==> src/rtl/key_debounce_pulse.sv <==
// key_debounce_pulse: per-key pushbutton conditioning in the clk_40M domain.
// The divided clk_debounce wave is only edge-detected and used as a sample
// enable. Each key gets a 2-flop synchronizer, a DB_LEN-sample debounce shift
// register, press/release pulses and an auto-repeat FSM counting ticks.
module key_debounce_pulse #(
  parameter int N_KEY       = 4,
  parameter int DB_LEN      = 4,
  parameter int REPEAT_DLY  = 77,
  parameter int REPEAT_RATE = 15
) (
  input  logic             clk_40M,
  input  logic             rst,
  input  logic             clk_debounce,
  input  logic [N_KEY-1:0] key_in,
  output logic [N_KEY-1:0] key_level,
  output logic [N_KEY-1:0] key_press,
  output logic [N_KEY-1:0] key_release,
  output logic [N_KEY-1:0] key_repeat
);

  localparam logic [1:0] ST_IDLE      = 2'd0;
  localparam logic [1:0] ST_HOLD_DLY  = 2'd1;
  localparam logic [1:0] ST_REPEATING = 2'd2;

  localparam logic [7:0] DLY_CNT  = 8'(REPEAT_DLY);
  localparam logic [7:0] RATE_CNT = 8'(REPEAT_RATE);

  logic [N_KEY-1:0]             sync1_q, sync1_d;
  logic [N_KEY-1:0]             sync2_q, sync2_d;
  logic                         div_q, div_d;
  logic                         tick;
  logic [N_KEY-1:0][DB_LEN-1:0] shift_q, shift_d;
  logic [N_KEY-1:0]             level_q, level_d;
  logic [N_KEY-1:0]             prev_q, prev_d;
  logic [N_KEY-1:0]             press_q, press_d;
  logic [N_KEY-1:0]             release_q, release_d;
  logic [N_KEY-1:0]             repeat_q, repeat_d;
  logic [N_KEY-1:0][1:0]        state_q, state_d;
  logic [N_KEY-1:0][7:0]        cnt_q, cnt_d;
  logic [N_KEY-1:0][7:0]        cnt_inc;

  // One clk_40M-wide tick per rising edge of the divided wave.
  assign tick = clk_debounce & ~div_q;

  // Synchronizer chain and divider history next-state.
  always_comb begin
    sync1_d = key_in;
    sync2_d = sync1_q;
    div_d   = clk_debounce;
  end

  // Shift a new sample in on each tick; the level only moves on a unanimous window.
  always_comb begin
    shift_d = shift_q;
    level_d = level_q;
    for (int k = 0; k < N_KEY; k++) begin
      if (tick) begin
        shift_d[k] = {shift_q[k][DB_LEN-2:0], sync2_q[k]};
        if (&shift_d[k]) begin
          level_d[k] = 1'b1;
        end else if (~|shift_d[k]) begin
          level_d[k] = 1'b0;
        end
      end
    end
  end

  // Press/release pulses fire the cycle after the registered level changes.
  always_comb begin
    prev_d    = level_q;
    press_d   = level_q & ~prev_q;
    release_d = ~level_q & prev_q;
  end

  // Auto-repeat FSM; it watches the next level so a release on an expiry tick suppresses the repeat.
  always_comb begin
    state_d  = state_q;
    cnt_d    = cnt_q;
    repeat_d = '0;
    cnt_inc  = '0;
    for (int k = 0; k < N_KEY; k++) begin
      cnt_inc[k] = cnt_q[k] + 8'd1;
      if (!level_d[k]) begin
        state_d[k] = ST_IDLE;
        cnt_d[k]   = '0;
      end else begin
        case (state_q[k])
          ST_IDLE: begin
            state_d[k] = ST_HOLD_DLY;
            cnt_d[k]   = '0;
          end
          ST_HOLD_DLY: begin
            if (tick) begin
              if (cnt_inc[k] == DLY_CNT) begin
                repeat_d[k] = 1'b1;
                state_d[k]  = ST_REPEATING;
                cnt_d[k]    = '0;
              end else begin
                cnt_d[k] = cnt_inc[k];
              end
            end
          end
          ST_REPEATING: begin
            if (tick) begin
              if (cnt_inc[k] == RATE_CNT) begin
                repeat_d[k] = 1'b1;
                cnt_d[k]    = '0;
              end else begin
                cnt_d[k] = cnt_inc[k];
              end
            end
          end
          default: begin
            state_d[k] = ST_IDLE;
            cnt_d[k]   = '0;
          end
        endcase
      end
    end
  end

  // State registers; everything clears asynchronously while rst is low.
  always_ff @(posedge clk_40M or negedge rst) begin
    if (!rst) begin
      sync1_q   <= '0;
      sync2_q   <= '0;
      div_q     <= 1'b0;
      shift_q   <= '0;
      level_q   <= '0;
      prev_q    <= '0;
      press_q   <= '0;
      release_q <= '0;
      repeat_q  <= '0;
      state_q   <= {N_KEY{ST_IDLE}};
      cnt_q     <= '0;
    end else begin
      sync1_q   <= sync1_d;
      sync2_q   <= sync2_d;
      div_q     <= div_d;
      shift_q   <= shift_d;
      level_q   <= level_d;
      prev_q    <= prev_d;
      press_q   <= press_d;
      release_q <= release_d;
      repeat_q  <= repeat_d;
      state_q   <= state_d;
      cnt_q     <= cnt_d;
    end
  end

  assign key_level   = level_q;
  assign key_press   = press_q;
  assign key_release = release_q;
  assign key_repeat  = repeat_q;

endmodule

==> config.mk <==
export PLATFORM = sky130hd
export DESIGN_NAME = key_debounce_pulse
export DESIGN_NICKNAME = d
export VERILOG_FILES = /design/src/rtl/key_debounce_pulse.sv
export SDC_FILE = /design/constraint.sdc
export NUM_CORES = 1
export LEC_CHECK = 0
export ABC_AREA = 1
export CAP_MARGIN = 20
export CORE_MARGIN = 5
export CORE_UTILIZATION = 41
export CTS_BUF_LIST = sky130_fd_sc_hd__clkbuf_4 sky130_fd_sc_hd__clkbuf_8
export CTS_CLUSTER_SIZE = 24
export DETAILED_ROUTE_END_ITERATION = 16
export PLACE_DENSITY_LB_ADDON = 0.08
export SYNTH_ARGS = -nofsm -noshare
export SYNTH_HDL_FRONTEND = slang
export SYNTH_SLANG_ARGS = --single-unit
export TNS_END_PERCENT = 1
==> constraint.sdc <==
create_clock -name clk_40M -period 2.95 [get_ports clk_40M]
set_clock_uncertainty 0.15 [all_clocks]
set_input_delay 0.885 -clock clk_40M [delete_from_list [all_inputs] [get_ports clk_40M]]
set_output_delay 0.885 -clock clk_40M [all_outputs]
set_load 0.01 [all_outputs]
Word level (Yosys, flattened, before mapping)
Cells that the tools add are included.
Widths: inputs -> output; s select.

cells by class
  add/sub/neg operators = 4
  equal/unequal tests = 32
  mux-type cells = 76
  bitwise gates (word level) = 6
  reductions and logical operators = 20

operator list
  cell                 count
  $mux 8               20
  $pmux 8 s2           4
  $ne 3x3->1 const B   12
  $add 8x1->8 const B  4
  $eq 8x4->1 const B   4
  $eq 8x7->1 const B   4
  $mux 1               32
  $mux 2               12
  $pmux 2 s3           4
  $reduce_and 4->1     4
  $reduce_or 4->1      4
  $reduce_and 3->1     4
  $and 4x4->4          2
  $eq 2x1->1 const B   4
  $eq 2x2->1 const B   4
  $logic_not 2->1      4
  $ne 2x2->1 const B   4
  $not 4->4            2
  $pmux 1 s2           4
  $reduce_and 2->1     4
  $and 1x1->1          1
  $not 1->1            1

word-level totals
  register bits after elaboration = 81
  input port bits = 7
  output and inout bits = 16

Logic depth before layout (Yosys ltp)
Gate-level depths: netlist of run 1.

  depth after elaboration = 6
  mapped depth = 12
  depth with buffers taken out = 12

Worst setup path before layout of run 1
OpenSTA, ideal clock, no wires.

  path type = in2reg
  from = input port clk_debounce
  to = register cnt_q[2] (netlist name)
  arrival time = 1.769 ns
  slack = 0.914 ns
  cell stages on the path = 9
  cell sequence = nand2_2 > inv_2 > buf_4 > nor2_1 > o21ai_2 > inv_1 > nor2_2 > nand3b_1 > nand2_1

between the ends
  word-level cells in the longest chain between the ends = 4
  elaborated cells between the ends (all ways) = 6
  those cells by class = eq/ne: 2; mux: 2; bitwise: 1; reduce/logical: 1

RTL lines
  item                        line  text
  start: declaration          13    input logic clk_debounce,
  $and 1x1->1 *               43    assign tick = clk_debounce & ~div_q;
  $mux 1                      57    if (tick) begin
  $ne 3x3->1 (no line)        n/a
  $reduce_and 2->1 (no line)  n/a
  end signal: assignment      147   cnt_q <= cnt_d;
  end: declaration            39    logic [N_KEY-1:0][7:0] cnt_q, cnt_d;

Mark *: on every way between the ends. The rest lies on a longest branch, timed or not.
A chain may end at the register's enable or synchronous reset.

Worst setup path after layout of run 1
  from = input port clk_debounce
  to = register cnt_q[31] (netlist name)

between the ends
  word-level cells in the longest chain between the ends = 4
  elaborated cells between the ends (all ways) = 6
  those cells by class = eq/ne: 2; mux: 2; bitwise: 1; reduce/logical: 1

RTL lines
  item                        line  text
  $and 1x1->1 *               43
  $mux 1 *                    57
  via level_d[3]              33    logic [N_KEY-1:0] level_q, level_d;
  $ne 3x3->1 (no line)        n/a
  $reduce_and 2->1 (no line)  n/a

The timed path passes the listed nets; every way through them passes the cells marked *.

==> flow_summary.toml, run 1 <==
[min_path]
hp-class = "reg2reg"

[final_layout]
final_net_count = 664
fin_util = 0.484
syn_to_final_growth_pct = 14.5
drive_above_1_share = 0.135
fillerInstances = 1111
antenna_cells = 0
final_area_mm2 = 0.00532
stdcell_count = 775

[placed_design]
place_ws_ns = 0.123
placed_area_mm2 = 0.00510
dp.cells = 759
io_buffers = 22
routabilityCongestion = 0.824
place_hpwl_mm = 6.71

[floorplanning]
die_h_um = 116
dieArea_mm2 = 0.0136
num_rows = 38
coreArea_mm2 = 0.0110
ios = 23
die_w_um = 116
initial_utilization = 0.423

[global_route]
grt_most_used_layer = "met2"
grt_max_degree = 30
grt-ovfl-total = 0
met1_usage = 0.197
grt_usage = 0.148
grt_pass1_wl_mm = 16.0
grtUsageMet2 = 0.234
grt_pass1_vias = 3504
antenna_found_initial = 0
met3_usage = 0.0440

[critical_path]
worstPathCellList = "clkdlybuf4s50_1 -> nand2_2 -> inv_2 -> buf_4 -> nand3b_1 -> nand2_2 -> inv_1 -> nor2_4 -> nand3_1 -> nand2_1"
critPathLaunchType = "primary input"
cp.arrival_ns = 2.58
endpoint_kind = "flip-flop"
crit_slowest_cell = "clkdlybuf4s50_1"
path_common_cell = "nand2_2"
cpPeakStageDelay_ns = 0.49
worstPathRequired_ns = 3.10
crit_path_max_fanout = 15
path_class = "in2reg"

[sta]
slew_headroom = 0.728
holdWs_ns = 0.202
fin_crit_ns = 2.42
setup_viol = 0
period_share = 0.821
fmax_mhz = 413
slew_violations = 0
rsz0062_at_grt = "no"
worst_slew_pin_slew_ns = 0.409
finalSetupTns_ns = 0
setup_ws_ns = 0.529
hold_viol_final = 0

[drt]
initialDrtViolationCount = 207
drc = 0
ant_nets = 0
route.detailed.wl_per_inst_um = 11.8
drt-total-wl_mm = 9.15
vias_per_cell = 4.75
dr.pass1.iters = 4
vias = 3681

[power]
power.internal_mw = 1.95
swShare = 0.308
p_clk_frac = 0.312
static-leakage-power_nw = 2.72
seq_power_share = 0.461
p_comb_frac = 0.226
pwr_density_cell_mw_per_mm2 = 529
switching_power_mw = 0.867
p_total_mw = 2.81
vdd_drop_max_mv = 0.401

[clocking]
cts_tree = "built"
clk_pin_slew_ns = 0.08
root_buffer = "clkbuf_8"
ctsHoldBuffers = 0
clock_sinks = 81
insertion_delay_ns = 0.36
post_cts_buffers = 0
cts_max_path_buffers = 2
cts-buffers-inserted = 9
cts_max_level = 3
ctsResizeCount = 0

[yosys]
async_flop_share = 1.00
synth_top_area_cell = "dfrtp_1"
syn_nets = 625
seq_area_frac_synth = 0.436
synth_top_area_frac = 0.436
synth_most_common_cell = "nand2_1"
syn_area_per_cell_um2 = 7.86
yosysWarnings = 0
ys.flop_type = "dfrtp_1"
synthTopCellsByCount = "nand2_1, dfrtp_1, inv_1"
synthCells = 591
syn-cell-area_mm2 = 0.00464
ys_ff_latch = 81
synth_edf_count = 0
synth_cell_types = 30
ys_top_cells_by_area = "dfrtp_1, nand2_1, ha_1"

[outcome]
status = "completed"

[job]
cap_violations = 0
power by group through the flow:
stage	clock, mW	sequential, mW	combinational (mW)
2_1_floorplan	0	1.32	0.390
5_1_grt	0.964	1.32	0.716
4_1_cts	0.919	1.30	0.645
3_5_place_dp	0	1.32	0.643
6_report	0.878	1.30	0.637
3_3_place_gp	0	1.32	0.636
worst paths after layout:
path	start	endpoint	slack, ns	depth (start not counted)
max	clk_debounce	cnt_q[31]	0.53	10
min	sync1_q[1]	sync2_q[1]	0.20	0
max reg2reg	cnt_q[17]	cnt_q[21]	1.04	12
min reg2reg	sync1_q[1]	sync2_q[1]	0.20	0
max in group asynchronous	rst	cnt_q[6]	1.81	2
min in group asynchronous	rst	cnt_q[16]	0.29	1
cell families after synthesis:
family | Yosys count | share of synthesized area
AOI/OAI and AO/OA | 27 | 0.0329
xor gates and xnor gates | 3 | 0.00566
adders and majority gates | 27 | 0.0727
buffers and inverters | 83 | 0.0679
DFF | 81 | 0.436
and+or+nand+nor | 370 | 0.384
placed cells by master (no fill, tap or decap):
cell and count:
nand2_1 185, dfrtp_1 81, inv_1 75, nand3_1 54
nor2_1 47, ha_1 27, clkdlybuf4s50_1 21, nand4_1 18
nand2_2 17, o21ai_0 12, nor2_2 12, nand3_2 12
clkbuf_8 12, nand3b_1 9, buf_4 9, a21oi_1 6
nand2_4 6, inv_2 4, o21ai_1 4, nor2_4 4
xor2_1 3, nand3b_2 3, nor3_1 2, clkbuf_4 2
o21a_1 1, o21bai_2 1, and3_1 1, o21ai_2 1
a22oi_1 1, clkinv_1 1, o21bai_1 1, bufinv_16 1
clkinv_2 1, buf_12 1
layout make-up:
cell class,instances,area [µm²],share of cell area
Clock inverter,2,35.0,0.00659
Inverter,80,300,0.0565
Tap cell,140,175,0.0329
Clock buffer,14,180,0.0339
Timing Repair Buffer,31,298,0.0560
Sequential cell,81,2030,0.381
Multi-Input combinational cell,427,2300,0.433
critical path: cells and delay by family:
| kind | cells | cell delay [ns] |
|---|---|---|
| buffers and inverters | 4 | 0.99 |
| AND/OR/NAND/NOR | 6 | 0.69 |
registers in the layout (all words and copies together) (netlist names):
name,cells
state_q,8
key_level,4
sync1_q,4
key_release,4
sync2_q,4
div_q,1
prev_q,4
key_press,4
cnt_q,32
shift_q,12
key_repeat,4
layer usage:
layer | share of wire | wire length, µm
met5 | 0 | 0
met4 | 0.010 | 93
met3 | 0.038 | 346
met2 | 0.46 | 4230
met1 | 0.49 | 4480
Note: power is estimated with default switching activity, not from simulation.
==> run 2: changes to the inputs <==
- clock period: 2.95 -> 2.4 ns (I/O delays scaled with it)
==> run 2 against run 1 <==
Effect of this change:
- flip-flop and latch count unchanged
- clock power is 63% higher
- cell area up 2.3%
- critical path type is now reg2out
- combinational power is 23% higher
- die area unchanged
- register-to-register slack got worse by 0.57 ns
- global-route usage down 0.52 points
==> flow_summary.toml, run 2 (synthesized netlist as in run 1, its figures left out) <==
[outcome]
status = "completed"

[placed_design]
place_hpwl_mm = 6.37
io_buffers = 22
dp.cells = 765
routabilityCongestion = 0.818

[power]
seq_power_share = 0.420
power.internal_mw = 2.72
p_comb_frac = 0.206
p_clk_frac = 0.375
switching_power_mw = 1.09
swShare = 0.286
vdd_drop_max_mv = 0.518
pwr_density_cell_mw_per_mm2 = 699
static-leakage-power_nw = 2.77

[global_route]
grt_max_degree = 82
grt-ovfl-total = 0
grt_pass1_wl_mm = 15.6
grt_pass1_vias = 3521
grt_usage = 0.143
antenna_found_initial = 0

[clocking]
cts_tree = "built"
cts_max_level = 3
cts_max_path_buffers = 2
clk_pin_slew_ns = 0.09
clock_sinks = 81
root_buffer = "clkbuf_8"
ctsHoldBuffers = 0
insertion_delay_ns = 0.36
ctsResizeCount = 0
post_cts_buffers = 0
cts-buffers-inserted = 9

[final_layout]
layout_commonest_cell = "nand2_1"
antenna_cells = 0
fillerInstances = 1087
fin_util = 0.495
drive_above_1_share = 0.144
top_register = "cnt_q"
syn_to_final_growth_pct = 17.1
largest_reg_flops = 32
largestRegisters = "cnt_q: 32 flops, shift_q: 12 flops, state_q: 8 flops"
layout.cells.most_common_list = "nand2_1, dfrtp_1, inv_1"
final_net_count = 670
stdcell_count = 781

[critical_path]
critPathLaunchType = "flip-flop"
cp.buffers_inverters = 1
crit_slowest_cell = "clkdlybuf4s50_1"
reg2reg_depth = 12
path_class = "reg2out"
r2r-end = "cnt_q[8]"
cpPeakStageDelay_ns = 0.57
endpoint_kind = "primary output"
crit_path_max_fanout = 5
reg2reg_from = "cnt_q[9]"
worstPathRequired_ns = 1.53
worstPathCellList = "clkdlybuf4s50_1"
regToRegSetupSlack_ns = 0.47
crit_family = "buffers and inverters"
cp.arrival_ns = 1.38

[sta]
setup_viol = 0
fmax_mhz = 445
slew_headroom = 0.716
period_share = 0.936
worst_slew_pin_slew_ns = 0.426
rsz0062_at_grt = "no"
fin_crit_ns = 2.25
slew_violations = 0
hold_viol_final = 0

[floorplanning]
dieArea_mm2 = 0.0136
die_h_um = 116
ios = 23
coreArea_mm2 = 0.0110
num_rows = 38
die_w_um = 116
initial_utilization = 0.423

[min_path]
min_to = "sync2_q[1]"
hold_path.startpoint = "sync1_q[1]"
whs_path_depth = 0
hp-class = "reg2reg"

[drt]
dr.pass1.iters = 4
vias = 3717
drt-total-wl_mm = 8.86
initialDrtViolationCount = 205
route.detailed.wl_per_inst_um = 11.3
vias_per_cell = 4.76
drc = 0
ant_nets = 0

[job]
cap_violations = 0
[run 2: per-stage QoR]
step	TNS (ns)	hold slack [ns]	total power, mW	cell area [µm²]	setup WS [ns]
floorplan	0	0.181	2.11	4640	0.529
global placement	-1.88	0.185	2.40	5150	-0.0993
detailed placement	-2.82	0.187	2.42	5150	-0.144
CTS	0	0.206	3.87	5440	0.117
global route	0	0.225	4.03	5440	0.0749
finish	0	0.202	3.80	5440	0.154
[run 2: cell type report]
type,count,area [µm²],share of cell area
timing repair buffer,37,343,0.0630
inverter,80,300,0.0552
tap,140,175,0.0322
clock buffer,9,124,0.0228
clock inverter,7,166,0.0306
sequential,81,2030,0.373
multi-input combinational,427,2300,0.423
[run 2: per-layer routing]
layer	up-vias	track usage	wire length, µm
met1	1704	0.192	4380
met2	45	0.231	4040
met5	-	0	0
met3	11	0.0342	309
li1	1957	-	-
met4	0	0.0441	119
[run 2: worst max-delay path by stage]
stage / from / end / slack [ns] / cells past startpoint
2_1_floorplan: clk_debounce / cnt_q[2] / 0.53 / 9
3_3_place_gp: clk_debounce / cnt_q[16] / -0.1 / 10
3_5_place_dp: clk_debounce / cnt_q[23] / -0.14 / 10
4_1_cts: key_level[0] / key_level[0] / 0.12 / 1
5_1_grt: clk_debounce / cnt_q[23] / 0.07 / 10
6_report: key_level[0] / key_level[0] / 0.15 / 1
[run 2: power by group through the flow]
| stage | logic [mW] | clock network (mW) | registers (mW) |
|---|---|---|---|
| 2_1_floorplan | 0.479 | 0 | 1.63 |
| 3_3_place_gp | 0.783 | 0 | 1.62 |
| 3_5_place_dp | 0.794 | 0 | 1.62 |
| 4_1_cts | 0.797 | 1.47 | 1.60 |
| 5_1_grt | 0.887 | 1.52 | 1.62 |
| 6_report | 0.782 | 1.43 | 1.60 |
==> run 3: changes to the inputs <==
- RECOVER_POWER: default -> 50
==> run 3 against run 2 <==
Effect of this change:
- cell count is the same
- critical path depth is the same
- utilization shrank 0.11 points
==> flow_summary.toml, run 3 (synthesized netlist as in run 1, its figures left out) <==
[clocking]
cts_max_path_buffers = 2
root_buffer = "clkbuf_8"
ctsResizeCount = 0
insertion_delay_ns = 0.36
post_cts_buffers = 0
cts_max_level = 3
clock_sinks = 81
clk_pin_slew_ns = 0.09
ctsHoldBuffers = 0
cts-buffers-inserted = 9
cts_tree = "built"

[critical_path]
worstPathCellList = "clkdlybuf4s50_1"
worstPathRequired_ns = 1.53
cp.buffers_inverters = 1
crit_family = "buffers and inverters"
cpPeakStageDelay_ns = 0.57
crit_path_max_fanout = 5
regToRegSetupSlack_ns = 0.47
critPathLaunchType = "flip-flop"
path_class = "reg2out"
crit_slowest_cell = "clkdlybuf4s50_1"
endpoint_kind = "primary output"
cp.arrival_ns = 1.38

[final_layout]
fin_util = 0.494
largestRegisters = "cnt_q: 32 flops, shift_q: 12 flops, state_q: 8 flops"
layout.cells.most_common_list = "nand2_1, dfrtp_1, inv_1"
final_net_count = 670
multiInputGateArea_mm2 = 0.00230
seqCellArea_mm2 = 0.00203
largest_reg_flops = 32
final_area_mm2 = 0.00543
layout_commonest_cell = "nand2_1"
top_register = "cnt_q"
fillerInstances = 1088
syn_to_final_growth_pct = 16.8
drive_above_1_share = 0.144
antenna_cells = 0

[sta]
slew_headroom = 0.275
rsz0062_at_grt = "no"
setup_viol = 0
fmax_mhz = 445
fin_crit_ns = 2.25
finalSetupTns_ns = 0
holdWs_ns = 0.202
worst_slew_pin_slew_ns = 1.09
hold_viol_final = 0
period_share = 0.936
slew_violations = 0

[global_route]
grt_max_degree = 82
grt_usage = 0.143
grt-ovfl-total = 0
antenna_found_initial = 0
grt_pass1_vias = 3521
grt_pass1_wl_mm = 15.6

[placed_design]
routabilityCongestion = 0.818
io_buffers = 22
placed_area_mm2 = 0.00515
place_hpwl_mm = 6.37

[floorplanning]
coreArea_mm2 = 0.0110
die_h_um = 116
num_rows = 38
ios = 23
dieArea_mm2 = 0.0136
initial_utilization = 0.423
die_w_um = 116

[min_path]
hp-class = "reg2reg"

[drt]
ant_nets = 0
initialDrtViolationCount = 204
dr.pass1.iters = 4
drc = 0
drt-total-wl_mm = 8.85
vias = 3714
route.detailed.wl_per_inst_um = 11.3
vias_per_cell = 4.76

[outcome]
status = "completed"

[power]
vdd_drop_max_mv = 0.518
pwr_density_cell_mw_per_mm2 = 700
p_total_mw = 3.80
static-leakage-power_nw = 2.77

[job]
cap_violations = 0
==> run 3: changes by cell type in the layout (fill, tap and decap cells not counted) <==
cell	delta
buf_4	-1
buf_12	-1
clkbuf_4	+2
==> run 3: area by class of cell <==
cell class	instances	share of cell area
inverter	80	0.0554
clock inverter	7	0.0307
timing repair buffer	37	0.0609
sequential	81	0.374
clock buffer	9	0.0228
multi-input combinational	427	0.424
tap	140	0.0323
==> run 3: worst paths after layout <==
check | cells past startpoint | from | to
min | 0 | sync1_q[1] | sync2_q[1]
max reg2reg | 12 | cnt_q[9] | cnt_q[8]
max | 1 | key_level[0] | key_level[0]
min reg2reg | 0 | sync1_q[1] | sync2_q[1]
max in group asynchronous | 2 | rst | cnt_q[1]
min in group asynchronous | 2 | rst | cnt_q[22]
==> run 3: worst register-to-register path: stages, from the launching register on <==
cell     delay, ns
dfrtp_1       0.43
ha_1          0.26
nand2_1       0.08
nor2_2        0.13
nand2_1       0.08
nand2_1       0.08
nand3_1       0.07
nor2_1        0.14
nand2_1       0.10
nand2_4       0.09
nand2_4       0.08
nand3_1       0.07
nand2_1       0.05
==> run 3: power by group <==
part | total, mW | leakage [nW] | internal, mW | switching [mW]
clock network | 1.43 | 0.140 | 0.903 | 0.522
registers | 1.60 | 1.08 | 1.50 | 0.0986
logic | 0.779 | 1.55 | 0.313 | 0.467
==> run 3: routing by layer <==
metal,global-route usage,share of wire,vias up
li1,-,-,1957
met1,0.192,0.50,1703
met5,0,0,-
met2,0.231,0.46,43
met4,0.0441,0.013,0
met3,0.0342,0.035,11
==> run 3: metrics by stage <==
| stage | setup slack, ns | instances |
|---|---|---|
| after detailed placement | -0.144 | 765 |
| final | 0.154 | 781 |
| after floorplan | 0.529 | 591 |
| after CTS | 0.117 | 781 |
| after global routing | 0.0749 | 781 |
| after global placement | -0.0993 | 765 |
